[config.mk]
export PLATFORM = sky130hd
export DESIGN_NAME = seq_control_unit
export DESIGN_NICKNAME = d
export VERILOG_FILES = /design/src/rtl/cpu_pkg.sv /design/src/rtl/cu_decode.sv /design/src/rtl/seq_control_unit.sv
export SDC_FILE = /design/constraint.sdc
export NUM_CORES = 1
export LEC_CHECK = 0
export CAP_MARGIN = 40
export CORE_ASPECT_RATIO = 0.9
export CORE_MARGIN = 2
export CORE_UTILIZATION = 26
export CTS_CLUSTER_SIZE = 28
export DETAILED_ROUTE_END_ITERATION = 16
export PLACE_DENSITY = 0.56
export SLEW_MARGIN = 20
export SYNTH_ARGS = -nofsm -noshare
export SYNTH_HDL_FRONTEND = slang
export SYNTH_SLANG_ARGS = --single-unit
[constraint.sdc]
create_clock -name clk -period 1.7 [get_ports clk]
set_clock_uncertainty 0.05 [all_clocks]
set_input_delay 0.34 -clock clk [delete_from_list [all_inputs] [get_ports clk]]
set_output_delay 0.34 -clock clk [all_outputs]
set_load 0.1 [all_outputs]
[src/rtl/cpu_pkg.sv]
// Shared encodings for the sequencer: instruction classes, ALU function and B-mux selects,
// the FSM state type and the control bundle produced by the decoder.
package cpu_pkg;

  localparam int unsigned CLASS_W = 4;
  localparam int unsigned F_W     = 3;
  localparam int unsigned BSEL_W  = 2;

  typedef enum logic [CLASS_W-1:0] {
    CLS_NOP  = 4'b0000,
    CLS_JMP  = 4'b0001,
    CLS_JC   = 4'b0010,
    CLS_JZ   = 4'b0011,
    CLS_LDI  = 4'b0100,
    CLS_IO   = 4'b0101,
    CLS_MOV  = 4'b0110,
    CLS_ALU4 = 4'b1010,
    CLS_ALU5 = 4'b1011,
    CLS_ALU6 = 4'b1100,
    CLS_ALU7 = 4'b1101,
    CLS_HALT = 4'b1111
  } class_e;

  localparam logic [F_W-1:0] F_PASS_A = 3'b000;
  localparam logic [F_W-1:0] F_PASS_B = 3'b001;
  localparam logic [F_W-1:0] F_OP4    = 3'b100;
  localparam logic [F_W-1:0] F_OP5    = 3'b101;
  localparam logic [F_W-1:0] F_OP6    = 3'b110;
  localparam logic [F_W-1:0] F_OP7    = 3'b111;

  localparam logic [BSEL_W-1:0] BSEL_REG = 2'b00;
  localparam logic [BSEL_W-1:0] BSEL_IMM = 2'b01;
  localparam logic [BSEL_W-1:0] BSEL_IN  = 2'b11;

  typedef enum logic [1:0] {
    ST_FETCH = 2'b00,
    ST_EXEC  = 2'b01,
    ST_HALT  = 2'b10
  } state_e;

  typedef struct packed {
    logic [F_W-1:0]    f;
    logic [BSEL_W-1:0] b_sel;
    logic              write_a;
    logic              write_b;
    logic              write_o;
    logic              write_cz;
    logic              pc_sel;
    logic              write_pc;
  } ctrl_t;

  localparam ctrl_t CTRL_IDLE = '0;

  // Plain PC advance; also what every undefined encoding executes as.
  function automatic ctrl_t ctrl_nop();
    ctrl_t c;
    c          = CTRL_IDLE;
    c.write_pc = 1'b1;
    return c;
  endfunction

endpackage

[src/rtl/cu_decode.sv]
// Combinational instruction decoder: latched instruction plus ALU flags to a control bundle,
// with flags for undefined encodings and the HALT instruction.
module cu_decode
  import cpu_pkg::*;
#(
  parameter int unsigned OPCODE_W = 8
) (
  input  logic [OPCODE_W-1:0] instr,
  input  logic                carry,
  input  logic                zero,
  output ctrl_t               ctrl,
  output logic                illegal,
  output logic                is_halt
);

  localparam int unsigned EXT_W = OPCODE_W - CLASS_W;

  class_e           cls;
  logic [EXT_W-1:0] ext;
  logic             ext_zero;

  assign cls      = class_e'(instr[OPCODE_W-1 -: CLASS_W]);
  assign ext      = instr[EXT_W-1:0];
  assign ext_zero = (ext == EXT_W'(0));

  always_comb begin
    ctrl    = CTRL_IDLE;
    illegal = 1'b0;
    is_halt = 1'b0;
    unique case (cls)
      CLS_NOP: ctrl = ctrl_nop();
      CLS_JMP, CLS_JC, CLS_JZ: begin
        ctrl.f        = F_PASS_B;
        ctrl.b_sel    = BSEL_IMM;
        ctrl.write_pc = 1'b1;
        ctrl.write_cz = (cls == CLS_JMP);
        ctrl.pc_sel   = (cls == CLS_JMP) | ((cls == CLS_JC) & carry) | ((cls == CLS_JZ) & zero);
      end
      CLS_LDI: begin
        ctrl.f        = F_PASS_B;
        ctrl.b_sel    = BSEL_IMM;
        ctrl.write_a  = 1'b1;
        ctrl.write_cz = 1'b1;
        ctrl.write_pc = 1'b1;
      end
      CLS_IO: begin
        if (ext_zero) begin
          ctrl.f        = F_PASS_B;
          ctrl.b_sel    = BSEL_IN;
          ctrl.write_a  = 1'b1;
          ctrl.write_cz = 1'b1;
          ctrl.write_pc = 1'b1;
        end else if (ext == EXT_W'(1)) begin
          ctrl.f        = F_PASS_A;
          ctrl.write_o  = 1'b1;
          ctrl.write_cz = 1'b1;
          ctrl.write_pc = 1'b1;
        end else begin
          ctrl    = ctrl_nop();
          illegal = 1'b1;
        end
      end
      CLS_MOV: begin
        if (ext_zero) begin
          ctrl.f        = F_PASS_A;
          ctrl.write_b  = 1'b1;
          ctrl.write_cz = 1'b1;
          ctrl.write_pc = 1'b1;
        end else begin
          ctrl    = ctrl_nop();
          illegal = 1'b1;
        end
      end
      CLS_ALU4, CLS_ALU5, CLS_ALU6, CLS_ALU7: begin
        if (ext_zero) begin
          case (cls)
            CLS_ALU4: ctrl.f = F_OP4;
            CLS_ALU5: ctrl.f = F_OP5;
            CLS_ALU6: ctrl.f = F_OP6;
            default:  ctrl.f = F_OP7;
          endcase
          ctrl.b_sel    = BSEL_REG;
          ctrl.write_a  = 1'b1;
          ctrl.write_cz = 1'b1;
          ctrl.write_pc = 1'b1;
        end else begin
          ctrl    = ctrl_nop();
          illegal = 1'b1;
        end
      end
      CLS_HALT: begin
        if (ext_zero) begin
          is_halt = 1'b1;
        end else begin
          ctrl    = ctrl_nop();
          illegal = 1'b1;
        end
      end
      default: begin
        ctrl    = ctrl_nop();
        illegal = 1'b1;
      end
    endcase
  end

endmodule

[src/rtl/seq_control_unit.sv]
// Two-cycle fetch/execute sequencer with HALT, sticky illegal-instruction flag and a
// saturating retired-instruction counter.
module seq_control_unit
  import cpu_pkg::*;
#(
  parameter int unsigned OPCODE_W = 8,
  parameter int unsigned CNT_W    = 16
) (
  input  logic                clk,
  input  logic                rst_n,
  input  logic [OPCODE_W-1:0] opcode,
  input  logic                instr_valid,
  output logic                instr_ready,
  input  logic                carry,
  input  logic                zero,
  input  logic                resume,
  output logic [2:0]          f,
  output logic [1:0]          b_sel,
  output logic                write_a,
  output logic                write_b,
  output logic                write_o,
  output logic                write_cz,
  output logic                pc_sel,
  output logic                write_pc,
  output logic                halted,
  output logic                illegal_op,
  output logic [CNT_W-1:0]    instr_count
);

  state_e              state;
  state_e              state_nxt;
  logic [OPCODE_W-1:0] ir;
  ctrl_t               dec_ctrl;
  ctrl_t               ctrl;
  logic                dec_illegal;
  logic                dec_halt;
  logic                accept;
  logic                exec;

  assign accept = (state == ST_FETCH) & instr_valid;
  assign exec   = (state == ST_EXEC);

  cu_decode #(.OPCODE_W(OPCODE_W)) u_decode (
    .instr   (ir),
    .carry   (carry),
    .zero    (zero),
    .ctrl    (dec_ctrl),
    .illegal (dec_illegal),
    .is_halt (dec_halt)
  );

  // State register.
  always_ff @(posedge clk or negedge rst_n) begin
    if (!rst_n) state <= ST_FETCH;
    else        state <= state_nxt;
  end

  // Next-state logic.
  always_comb begin
    state_nxt = state;
    unique case (state)
      ST_FETCH: if (instr_valid) state_nxt = ST_EXEC;
      ST_EXEC:  state_nxt = dec_halt ? ST_HALT : ST_FETCH;
      ST_HALT:  if (resume) state_nxt = ST_FETCH;
      default:  state_nxt = ST_FETCH;
    endcase
  end

  // Outputs: strobes only in EXEC, decoded from the latched instruction and live flags.
  always_comb begin
    ctrl        = CTRL_IDLE;
    instr_ready = 1'b0;
    halted      = 1'b0;
    unique case (state)
      ST_FETCH: instr_ready = 1'b1;
      ST_EXEC:  ctrl = dec_ctrl;
      ST_HALT:  halted = 1'b1;
      default:  instr_ready = 1'b0;
    endcase
  end

  assign f        = ctrl.f;
  assign b_sel    = ctrl.b_sel;
  assign write_a  = ctrl.write_a;
  assign write_b  = ctrl.write_b;
  assign write_o  = ctrl.write_o;
  assign write_cz = ctrl.write_cz;
  assign pc_sel   = ctrl.pc_sel;
  assign write_pc = ctrl.write_pc;

  // Instruction register.
  always_ff @(posedge clk or negedge rst_n) begin
    if (!rst_n)      ir <= '0;
    else if (accept) ir <= opcode;
  end

  // Retirement bookkeeping at the edge that ends each EXEC cycle.
  always_ff @(posedge clk or negedge rst_n) begin
    if (!rst_n) begin
      instr_count <= '0;
      illegal_op  <= 1'b0;
    end else if (exec) begin
      if (~&instr_count) instr_count <= instr_count + CNT_W'(1);
      if (dec_illegal)   illegal_op  <= 1'b1;
    end
  end

endmodule

After elaboration in Yosys (flattened, before gate mapping)
Cells that the tools add are included.
{"block": "word_totals", "output_inout_bits": 30, "input_bits": 14, "regBits": 27, "elab_cells": 66}
{"block": "op_classes", "n_mux": 26, "n_bitwise": 6, "n_eq_ne": 16, "n_addsub": 1, "reduce_logical": 13}
{"cell": "$eq A4 B4 Y1 const B", "n": 5}
{"cell": "$pmux W5 S4", "n": 1}
{"cell": "$pmux W2 S3", "n": 3}
{"cell": "$add A16 B1 Y16 const B", "n": 1}
{"cell": "$reduce_and A16 Y1", "n": 1}
{"cell": "$eq A4 B3 Y1 const B", "n": 3}
{"cell": "$mux W1", "n": 11}
{"cell": "$mux W11", "n": 1}
{"cell": "$reduce_or A5 Y1", "n": 2}
{"cell": "$eq A4 B1 Y1 const B", "n": 2}
{"cell": "$eq A4 B2 Y1 const B", "n": 2}
{"cell": "$logic_not A4 Y1", "n": 2}
{"cell": "$mux W2", "n": 4}
{"cell": "$reduce_or A4 Y1", "n": 2}
{"cell": "$mux W6", "n": 1}
{"cell": "$reduce_and A2 Y1", "n": 3}
{"cell": "$reduce_or A6 Y1", "n": 1}
{"cell": "$pmux W1 S5", "n": 1}
{"cell": "$mux W4", "n": 1}
{"cell": "$ne A2 B2 Y1 const B", "n": 2}
{"cell": "$pmux W1 S4", "n": 1}
{"cell": "$and A1 B1 Y1", "n": 3}
{"cell": "$pmux W1 S3", "n": 1}
{"cell": "$reduce_or A3 Y1", "n": 1}
{"cell": "6 further kinds", "n": 7}

Logic depth before layout (Yosys ltp)
Gate-level depths: netlist of run 1.
{"block": "depth", "depth_word": 6, "mapped_depth": 5, "depth_no_buf": 5}

Cells and area by module
A second synthesis of run 1 with hierarchy kept.
{"block": "unflattened", "hier_cells": 158, "area_unflattened_um2": 1594.0}
{"module": "seq_control_unit", "cells_each": 111, "n_inst": 1, "area_per_inst_um2": 1292.5, "seq_area_each_um2": 675.6}
{"module": "cu_decode", "cells_each": 47, "n_inst": 1, "area_per_inst_um2": 301.5, "seq_area_each_um2": 0.0}

Least setup slack after synthesis of run 1
Ideal clock, no wire load.
{"block": "synth_path", "path_type": "register to output", "from": "reg ir[6]", "to": "out b_sel[1]", "stages_incl_launch_ff": 6, "required_time_ps": 1310, "n_path_buf": 1, "t_arrival_ps": 3243, "slack_ps": -1933, "cell_sequence": "dfrtp_1 > clkbuf_1 > inv_1 > nor2_1 > nand3_1 > nor3b_1"}
{"block": "synth_via", "elab_chain_len": 4, "elab_cells_between_ends": 14, "classes_between": "eq/ne: 10; mux: 2; reduce/logical: 2"}
{"element": "from (decl)", "line_no": "seq_control_unit.sv:32", "text": "logic [OPCODE_W-1:0] ir;"}
{"element": "from (signal assigned)", "line_no": "seq_control_unit.sv:94", "text": "else if (accept) ir <= opcode;"}
{"element": "$eq A4 B4 Y1 (tied with other cells)", "line_no": "cu_decode.sv:30", "text": "unique case (cls)"}
{"element": "$reduce_or A4 Y1 (on tied branches)"}
{"element": "$pmux W5 S4 (*)", "line_no": "cu_decode.sv:30"}
{"element": "$mux W11 (*)", "line_no": "seq_control_unit.sv:74", "text": "unique case (state)"}
{"element": "to (decl)", "line_no": "seq_control_unit.sv:18", "text": "output logic [1:0] b_sel,"}
Mark *: on every way between the ends. The rest lies on a longest branch, timed or not.

Worst setup path after layout of run 1
{"block": "layout_path", "from": "reg ir[1]", "to": "out b_sel[1]"}
{"block": "layout_via", "elab_chain_len": 4}
{"element": "$logic_not A4 Y1", "line_no": "cu_decode.sv:24", "text": "assign ext_zero = (ext == EXT_W'(0));"}
{"element": "$mux W4", "line_no": "cu_decode.sv:47", "text": "if (ext_zero) begin"}
{"element": "$pmux W5 S4", "line_no": "cu_decode.sv:30"}
{"element": "$mux W11", "line_no": "seq_control_unit.sv:74"}
No other way between the ends.

==> results.json, run 1 <==
{
  "rr_startpoint": "ir[4]$_DFFE_PN0P_",
  "syn_area_per_cell_sq_um": 9.56,
  "crit_path_end_kind": "output pin",
  "reg2reg_depth": 6,
  "grt_pass1_wl_microns": 7250,
  "core_sq_mm": 0.00566,
  "p_leak_nw": 1.32,
  "synth_seq_cells": 27,
  "comb_power_share_pct": 58.3,
  "cts-root-buf": "clkbuf_8",
  "die-area_sq_mm": 0.00648,
  "p_seq_share_pct": 30.2,
  "multi_input_area_sq_mm": 0.00106,
  "min_path_type": "in2async",
  "cts_sinks": 27,
  "slew_headroom_pct": 75.3,
  "place_congestion": 0.832,
  "hold_slack_ps": 381,
  "reg2reg_to": "illegal_op$_DFFE_PN0P_",
  "final_cells": 325,
  "syn_to_final_growth_pct": 107,
  "status": "finished with violations",
  "worst-setup-path-type": "reg2out",
  "routed_wl_microns": 4320,
  "worstPathMaxFanout": 3,
  "antenna_cells": 0,
  "switching_share_pct": 44.9,
  "fin_ws_ps": -402,
  "cts_tree": "built",
  "drt-vias-per-instance": 4.64,
  "grt_usage_pct": 13.6,
  "power.density_mw_per_mm2": 999,
  "fmax_ghz": 0.476,
  "syn_area_sq_mm": 0.00152,
  "failed_checks": "setup timing",
  "p_int_mw": 1.73,
  "antenna_found_initial": 0,
  "post-route-cell-area_sq_mm": 0.00315,
  "wl_per_cell_microns": 13.3,
  "syn_inst": 159,
  "yosysTopAreaCell": "dfrtp_1",
  "tightest_slew_ps": 368,
  "insertion_delay_ps": 270,
  "yosys-top-cells-area": "dfrtp_1 44%, xor2_1 6.3%, o21ai_0 4.6%",
  "cp_data_required_time_ps": 1310,
  "synth_warnings": 0,
  "min_period_ps": 2100,
  "cp-start-kind": "flip-flop",
  "drive_gt1_share_pct": 60.8,
  "gr-total-overflow": 0,
  "cts_buffer_depth": 2,
  "numPlacedInstances": 308,
  "drt-initial-drc-count": 90,
  "row_count": 26,
  "drv_cap": 0,
  "start_util_pct": 26.9,
  "ys_seq_area_share_pct": 44.4,
  "nets": 271,
  "p_sw_mw": 1.41,
  "critPathArrivalTime_ps": 1710,
  "grt_pass1_vias": 1471,
  "clkSlewWorstSetupHoldPaths_ps": 90,
  "fp.dieW_microns": 84.6,
  "dpl_cell_area_sq_mm": 0.00287,
  "slew_viol_final": 0,
  "final.setup.tns_ps": -3740,
  "rsz0062_at_grt": "yes",
  "clkPwrFrac_pct": 11.5,
  "pin_count": 44,
  "setup_viol": 11,
  "numCtsBuffers": 3,
  "regArea_sq_um": 738,
  "cts_htree_levels": 1,
  "synthesis.nets": 174,
  "post-dp-hpwl_microns": 3250,
  "ir_worst_vdd_mv": 1.43,
  "reg2reg_setup_slack_ps": 60,
  "drtAntennaViolNets": 0,
  "fillers": 516,
  "grt_max_degree": 28,
  "synth.top_cell.area_share_pct": 44.4,
  "port_buffers": 43,
  "drc": 0,
  "holdBufCountCts": 0,
  "vias": 1507,
  "final-hold-violation-count": 0,
  "min_period_over_period_pct": 124,
  "ys_types": 38,
  "dr.pass1.iters": 4,
  "die_h_microns": 76.5
}
==> cells in the mapped netlist <==
library cell,instances
mux2_4,1
a211oi_1,1
dfrtp_1,27
nor2b_1,4
a21oi_1,5
clkbuf_2,1
a22o_1,1
mux2_2,6
o21ai_0,14
nor4_1,1
o311a_1,1
o41ai_4,1
and4_1,2
a22oi_1,1
inv_1,4
xnor2_1,2
nand2_1,14
nor2_1,12
and3_1,3
clkbuf_1,6
a31oi_1,2
o21ba_2,1
o2bb2ai_1,1
and2_1,3
xor2_1,11
nand4_1,3
ha_1,1
or3_1,2
nand3_1,7
buf_2,1
nor3_1,10
o211ai_1,2
nand4_2,2
and4b_1,1
nor3b_1,1
nor4_4,1
nand2b_1,2
nor4b_1,1
==> state kept, by name (all words and copies together) (netlist names) <==
name,count
instr_count,16
illegal_op,1
ir,8
state,2
==> how the worst max path moves through the flow <==
| stage | start | slack, ps | to |
|---|---|---|---|
| 6_report | ir[1]$_DFFE_PN0P_ | -400 | b_sel[1] |
| 3_5_place_dp | ir[1]$_DFFE_PN0P_ | -150 | f[0] |
| 5_1_grt | ir[1]$_DFFE_PN0P_ | -470 | write_a |
| 2_1_floorplan | ir[1]$_DFFE_PN0P_ | -480 | f[1] |
| 4_1_cts | ir[0]$_DFFE_PN0P_ | -430 | f[0] |
| 3_3_place_gp | ir[1]$_DFFE_PN0P_ | -120 | f[0] |
==> final cells by class <==
cell class | instances | share of cell area, %
Clock buffer | 3 | 1.31
Inverter | 4 | 0.477
Timing Repair Buffer | 100 | 38.3
Sequential cell | 27 | 23.4
Clock inverter | 1 | 0.159
Multi-Input combinational cell | 120 | 33.6
Tap cell | 70 | 2.78
==> cell usage in the layout, fill, tap and decap left out, types with 3 or more instances in the layout <==
cell and instances:
nand3_4 3, buf_4 47, nand2_1 13, buf_6 9
dfrtp_4 16, inv_1 4, nor2_4 4, o21ai_0 11
nand4_1 3, xor2_1 11, buf_12 31, clkdlybuf4s50_1 13
clkbuf_8 3, nor2_1 8, dfrtp_1 9, nor3_2 4
nor3_1 4, mux2_2 6
==> routing by layer <==
layer | GRT usage [%] | up-vias | part of all wire (%)
met4 | 2.38 | 0 | 0.63
met3 | 2.06 | 2 | 2.6
met1 | 20.2 | 728 | 49
li1 | - | 754 | -
met5 | 0 | - | 0
met2 | 21.0 | 23 | 47
==> power groups by stage <==
stage,logic (mW),registers (mW),clock network (mW)
CTS,1.80,0.951,0.376
global route,1.91,0.972,0.398
finish,1.83,0.951,0.362
global placement,1.72,0.955,0
floorplan,0.497,1.46,0
detailed placement,1.73,0.960,0
==> kinds of logic (layout without fill, tap and decap cells) <==
| kind of cell | count (synthesis) | count (layout) | synth area share (%) |
|---|---|---|---|
| simple gates | 69 | 69 | 25.3 |
| flops | 27 | 27 | 44.4 |
| xor+xnor | 13 | 13 | 7.49 |
| fa+ha+maj | 1 | 1 | 0.823 |
| compound gates | 30 | 30 | 13.3 |
| mux | 7 | 7 | 5.43 |
| buf+inv | 12 | 108 | 3.13 |
==> through the flow <==
stage	power (mW)	worst slack, ps	util, %
2_1_floorplan	1.96	-485	-
3_3_place_gp	2.68	-121	50.6
3_5_place_dp	2.69	-148	50.6
4_1_cts	3.13	-433	53.8
5_1_grt	3.28	-469	55.6
6_report	3.15	-402	55.6
==> what timing repair did <==
item	CTS	global route
pin swaps	11	12
endpoints found under the setup margin	11	18
gates resized for setup	18	14
buffers inserted	8	5
==> critical path, cell delays in order, from the launching register on <==
cell	delay, ps
dfrtp_1	420
buf_4	150
buf_6	110
nor3_4	200
buf_6	130
nor3b_4	230
buf_12	210
Power figures use the tool's default switching activity.
==> run 2: changes to the inputs <==
- CORE_ASPECT_RATIO: 0.9 -> 0.7
==> results.json, run 2 (synthesis results as in run 1) <==
{
  "status": "finished with violations",
  "failed_checks": "setup timing",
  "final.setup.tns_ps": -3680,
  "fillers": 520,
  "slowest_delay_ps": 420,
  "routed_wl_microns": 4570,
  "dr.pass1.iters": 4,
  "gr-total-overflow": 0,
  "crit_path_end_kind": "output pin",
  "grt_usage_pct": 14.6,
  "row_count": 23,
  "drc": 0,
  "slew_headroom_pct": 74.5,
  "rsz0062_at_grt": "yes",
  "largest_register": "instr_count",
  "min_path_type": "in2async",
  "switching_share_pct": 45.1,
  "place_congestion": 0.824,
  "numCtsBuffers": 3,
  "grt_pass1_vias": 1451,
  "worstPathMaxFanout": 9,
  "fp.dieW_microns": 95.4,
  "nets": 271,
  "wl_per_cell_microns": 13.8,
  "total_power_mw": 3.15,
  "cts_sinks": 27,
  "final-hold-violation-count": 0,
  "drtAntennaViolNets": 0,
  "vias": 1524,
  "cp_slowest_cell": "dfrtp_1",
  "drt-initial-drc-count": 122,
  "regArea_sq_um": 738,
  "fin_ws_ps": -394,
  "p_leak_nw": 1.30,
  "syn_to_final_growth_pct": 104,
  "crit_chain": "nor4_4 -> buf_6 -> nand4_1 -> a31oi_4 -> buf_12",
  "reg_top3": "instr_count: 16 flops, ir: 8 flops, state: 2 flops",
  "insertion_delay_ps": 270,
  "pin_count": 44,
  "grt_max_degree": 28,
  "antenna_cells": 0,
  "largest_register_ffs": 16,
  "ir_worst_vdd_mv": 1.52,
  "cts_htree_levels": 1,
  "grt_pass1_wl_microns": 7300,
  "dpl_cell_area_sq_mm": 0.00291,
  "power.density_mw_per_mm2": 1010,
  "drv_cap": 0,
  "cp_data_required_time_ps": 1310,
  "clkSlewWorstSetupHoldPaths_ps": 90,
  "final_cells": 330,
  "fmax_ghz": 0.478,
  "numPlacedInstances": 320,
  "setup_viol": 11,
  "p_seq_share_pct": 30.6,
  "clkPwrFrac_pct": 11.8,
  "die-area_sq_mm": 0.00648,
  "cp_top_family": "flip-flops",
  "cp-start-kind": "flip-flop",
  "cts_buffer_depth": 2,
  "post-route-cell-area_sq_mm": 0.00310,
  "multi_input_area_sq_mm": 0.00102,
  "drive_gt1_share_pct": 58.8,
  "p_sw_mw": 1.42,
  "cts_tree": "built",
  "p_int_mw": 1.73,
  "min_period_ps": 2090,
  "preCtsSetupSlack_ps": -143,
  "cts-root-buf": "clkbuf_8",
  "comb_power_share_pct": 57.6,
  "layout_commonest_cell": "buf_4",
  "cp.buffers_inverters": 2,
  "worst-setup-path-type": "reg2out",
  "post-dp-hpwl_microns": 3520,
  "start_util_pct": 26.7,
  "holdBufCountCts": 0,
  "tightest_slew_ps": 381,
  "antenna_found_initial": 0,
  "drt-vias-per-instance": 4.62,
  "min_period_over_period_pct": 123,
  "die_h_microns": 68.0,
  "core_sq_mm": 0.00570,
  "critPathArrivalTime_ps": 1700,
  "final_cell_mix": "47 x buf_4, 30 x buf_12, 16 x dfrtp_4, 13 x nand2_1, 13 x clkdlybuf4s50_1",
  "slew_viol_final": 0,
  "port_buffers": 43
}
run 2: cell types whose count changed in the layout (fill, tap and decap cells not counted), sizes merged:
cell | before | now
clkinv | 1 | 0
clkbuf | 3 | 4
run 2: routing by layer:
layer  global-route usage (%)  wire (microns)  vias up
met5                        0               0        -
met4                     2.32              53        0
met3                     2.42             148        4
met2                     21.6            1940       33
met1                     22.7            2430      725
li1                         -               -      762
run 2: layout make-up:
cell class	count	share of cell area [%]
Timing Repair Buffer	100	38.5
Multi-Input combinational cell	120	32.7
Sequential cell	27	23.8
Tap cell	75	3.02
Clock buffer	4	1.45
Inverter	4	0.484
run 2: what timing repair did:
item                                    CTS  global route
setup buffers                             5             2
endpoints found under the setup margin   12            16
resized for setup                        20             9
pin swaps                                 6             3
run 2: path summary, 6_finish.rpt:
check	start	to	slack, ps	cells past startpoint
setup / recovery	ir[1]$_DFFE_PN0P_	f[0]	-390	5
hold / removal	rst_n	instr_count[15]$_DFFE_PN0P_	390	2
setup reg to reg	ir[1]$_DFFE_PN0P_	illegal_op$_DFFE_PN0P_	10	8
hold reg to reg	instr_count[7]$_DFFE_PN0P_	instr_count[7]$_DFFE_PN0P_	500	1
max in group asynchronous	rst_n	instr_count[1]$_DFFE_PN0P_	920	2
min in group clk	instr_count[7]$_DFFE_PN0P_	instr_count[7]$_DFFE_PN0P_	500	1
run 2: metrics by stage:
stage / hold WS [ps] / util (%)
detailed placement: 491 / 51.1
finish: 386 / 54.5
global placement: 489 / 51.1
CTS: 399 / 53.4
global route: 421 / 54.5
floorplan: -5.59 / -
run 2: power by group through the flow:
stage | Clock [mW] | Combinational [mW] | Sequential (mW)
floorplan | 0 | 0.497 | 1.46
global route | 0.405 | 1.91 | 0.979
detailed placement | 0 | 1.73 | 0.975
CTS | 0.383 | 1.79 | 0.966
finish | 0.371 | 1.81 | 0.963
global placement | 0 | 1.71 | 0.970
==> run 3: changes to the inputs <==
- CAP_MARGIN: 40 -> 20
- CORE_MARGIN: 2 -> 10
- RECOVER_POWER: unset -> 50
==> results.json, run 3 (synthesis results as in run 1) <==
{
  "insertion_delay_ps": 270,
  "drt-vias-per-instance": 4.64,
  "clkSlewWorstSetupHoldPaths_ps": 100,
  "holdBufCountCts": 0,
  "start_util_pct": 26.7,
  "core_sq_mm": 0.00570,
  "tightest_slew_ps": 708,
  "cp_top_family": "flip-flops",
  "cts-root-buf": "clkbuf_8",
  "p_seq_share_pct": 31.9,
  "rr_startpoint": "state[1]$_DFFE_PN0P_",
  "drtAntennaViolNets": 0,
  "routed_wl_microns": 4650,
  "row_count": 23,
  "fillers": 507,
  "clkPwrFrac_pct": 12.2,
  "switching_share_pct": 46.0,
  "final_cell_mix": "49 x buf_4, 25 x buf_12, 16 x dfrtp_4, 13 x nand2_1, 12 x clkdlybuf4s50_1",
  "vias": 1523,
  "wl_per_cell_microns": 14.2,
  "grt_pass1_vias": 1457,
  "ir_worst_vdd_mv": 1.38,
  "pin_count": 44,
  "grt_usage_pct": 9.62,
  "multi_input_area_sq_mm": 0.00104,
  "syn_to_final_growth_pct": 99.1,
  "total_power_mw": 3.02,
  "min_period_over_period_pct": 125,
  "p_sw_mw": 1.39,
  "cp_slowest_cell": "dfrtp_1",
  "drv_cap": 0,
  "fin_ws_ps": -423,
  "worstPathMaxFanout": 8,
  "reg2reg_setup_slack_ps": 0,
  "gr-total-overflow": 0,
  "layout_commonest_cell": "buf_4",
  "nets": 269,
  "die-area_sq_mm": 0.00935,
  "final-hold-violation-count": 0,
  "dr.pass1.iters": 4,
  "setup_viol": 11,
  "cp.buffers_inverters": 2,
  "p_int_mw": 1.63,
  "rsz0062_at_grt": "yes",
  "die_h_microns": 84.0,
  "antenna_cells": 0,
  "comb_power_share_pct": 55.9,
  "cp-start-kind": "flip-flop",
  "numCtsBuffers": 3,
  "drive_gt1_share_pct": 58.9,
  "slowest_delay_ps": 460,
  "slew_viol_final": 0,
  "min_path_type": "reg2reg",
  "status": "finished with violations",
  "reg2reg_to": "ir[0]$_DFFE_PN0P_",
  "critical_path.endpoint": "f[0]",
  "critPathLaunch": "ir[3]$_DFFE_PN0P_",
  "slew_headroom_pct": 52.8,
  "hold_slack_ps": 468,
  "drt-initial-drc-count": 59,
  "cts_htree_levels": 1,
  "cts_buffer_depth": 2,
  "p_leak_nw": 1.27,
  "worst-setup-path-type": "reg2out",
  "crit_cells": 6,
  "cp_data_required_time_ps": 1310,
  "critPathArrivalTime_ps": 1730,
  "crit_path_end_kind": "output pin",
  "largest_register_ffs": 16,
  "place_congestion": 0.813,
  "largest_register": "instr_count",
  "reg2reg_depth": 5,
  "cts_tree": "built",
  "port_buffers": 43,
  "fp.dieW_microns": 111,
  "power.density_mw_per_mm2": 998,
  "crit_chain": "nor4_4 -> buf_6 -> a21oi_1 -> nand2b_1 -> a31oi_4 -> buf_12",
  "drc": 0,
  "cts_sinks": 27,
  "post-dp-hpwl_microns": 3740,
  "grt_pass1_wl_microns": 7630,
  "antenna_found_initial": 0,
  "grt_max_degree": 28,
  "reg_top3": "instr_count: 16 flops, ir: 8 flops, state: 2 flops",
  "regArea_sq_um": 738,
  "fmax_ghz": 0.471,
  "min_period_ps": 2120,
  "failed_checks": "setup timing"
}
==> run 3: power groups by stage <==
stage	clock network, mW	logic (mW)	registers [mW]
6_report	0.368	1.69	0.963
5_1_grt	0.409	1.79	0.989
4_1_cts	0.386	1.74	0.974
3_5_place_dp	0	1.68	0.985
3_3_place_gp	0	1.68	0.983
2_1_floorplan	0	0.497	1.46
==> run 3: what timing repair did <==
| item | in CTS | in global routing |
|---|---|---|
| pin swaps | 3 | 5 |
| setup buffers | 5 | 5 |
| endpoints found under the setup margin | 11 | 18 |
| gates resized for setup | 13 | 13 |
==> run 3: worst min path at each step <==
stage                                     from                         end  depth (start not counted)
global route            illegal_op$_DFFE_PN0P_      illegal_op$_DFFE_PN0P_                          1
global placement    instr_count[7]$_DFFE_PN0P_  instr_count[7]$_DFFE_PN0P_                          1
CTS                                      rst_n  instr_count[7]$_DFFE_PN0P_                          2
floorplan                                rst_n      illegal_op$_DFFE_PN0P_                          0
detailed placement  instr_count[7]$_DFFE_PN0P_  instr_count[7]$_DFFE_PN0P_                          1
finish                  illegal_op$_DFFE_PN0P_      illegal_op$_DFFE_PN0P_                          1
==> run 3: final cells by class <==
type                       instances  area share, %
multi-input combinational        120           34.3
sequential                        27           24.4
clock buffer                       3           1.36
inverter                           4          0.496
clock inverter                     1          0.165
timing repair buffer              98           36.2
tap                               75           3.10
==> run 3: per-layer routing <==
metal	global-route usage, %	share of wire, %	vias to the layer above	wire length [microns]
met5	0	0	-	0
met4	1.75	0.82	0	38
met3	2.73	4.4	2	205
met2	14.6	45	28	2070
met1	13.2	50	736	2340
li1	-	-	757	-
==> run 3: stage by stage <==
stage	instances	util, %	setup WS, ps	area, sq um	setup TNS [ps]
finish	328	53.1	-423	3030	-3640
floorplan	159	-	-485	1750	-4750
detailed placement	314	50.3	-161	2870	-1050
global route	328	53.1	-526	3030	-4890
CTS	323	52.5	-442	2990	-3700
global placement	314	50.3	-136	2870	-811
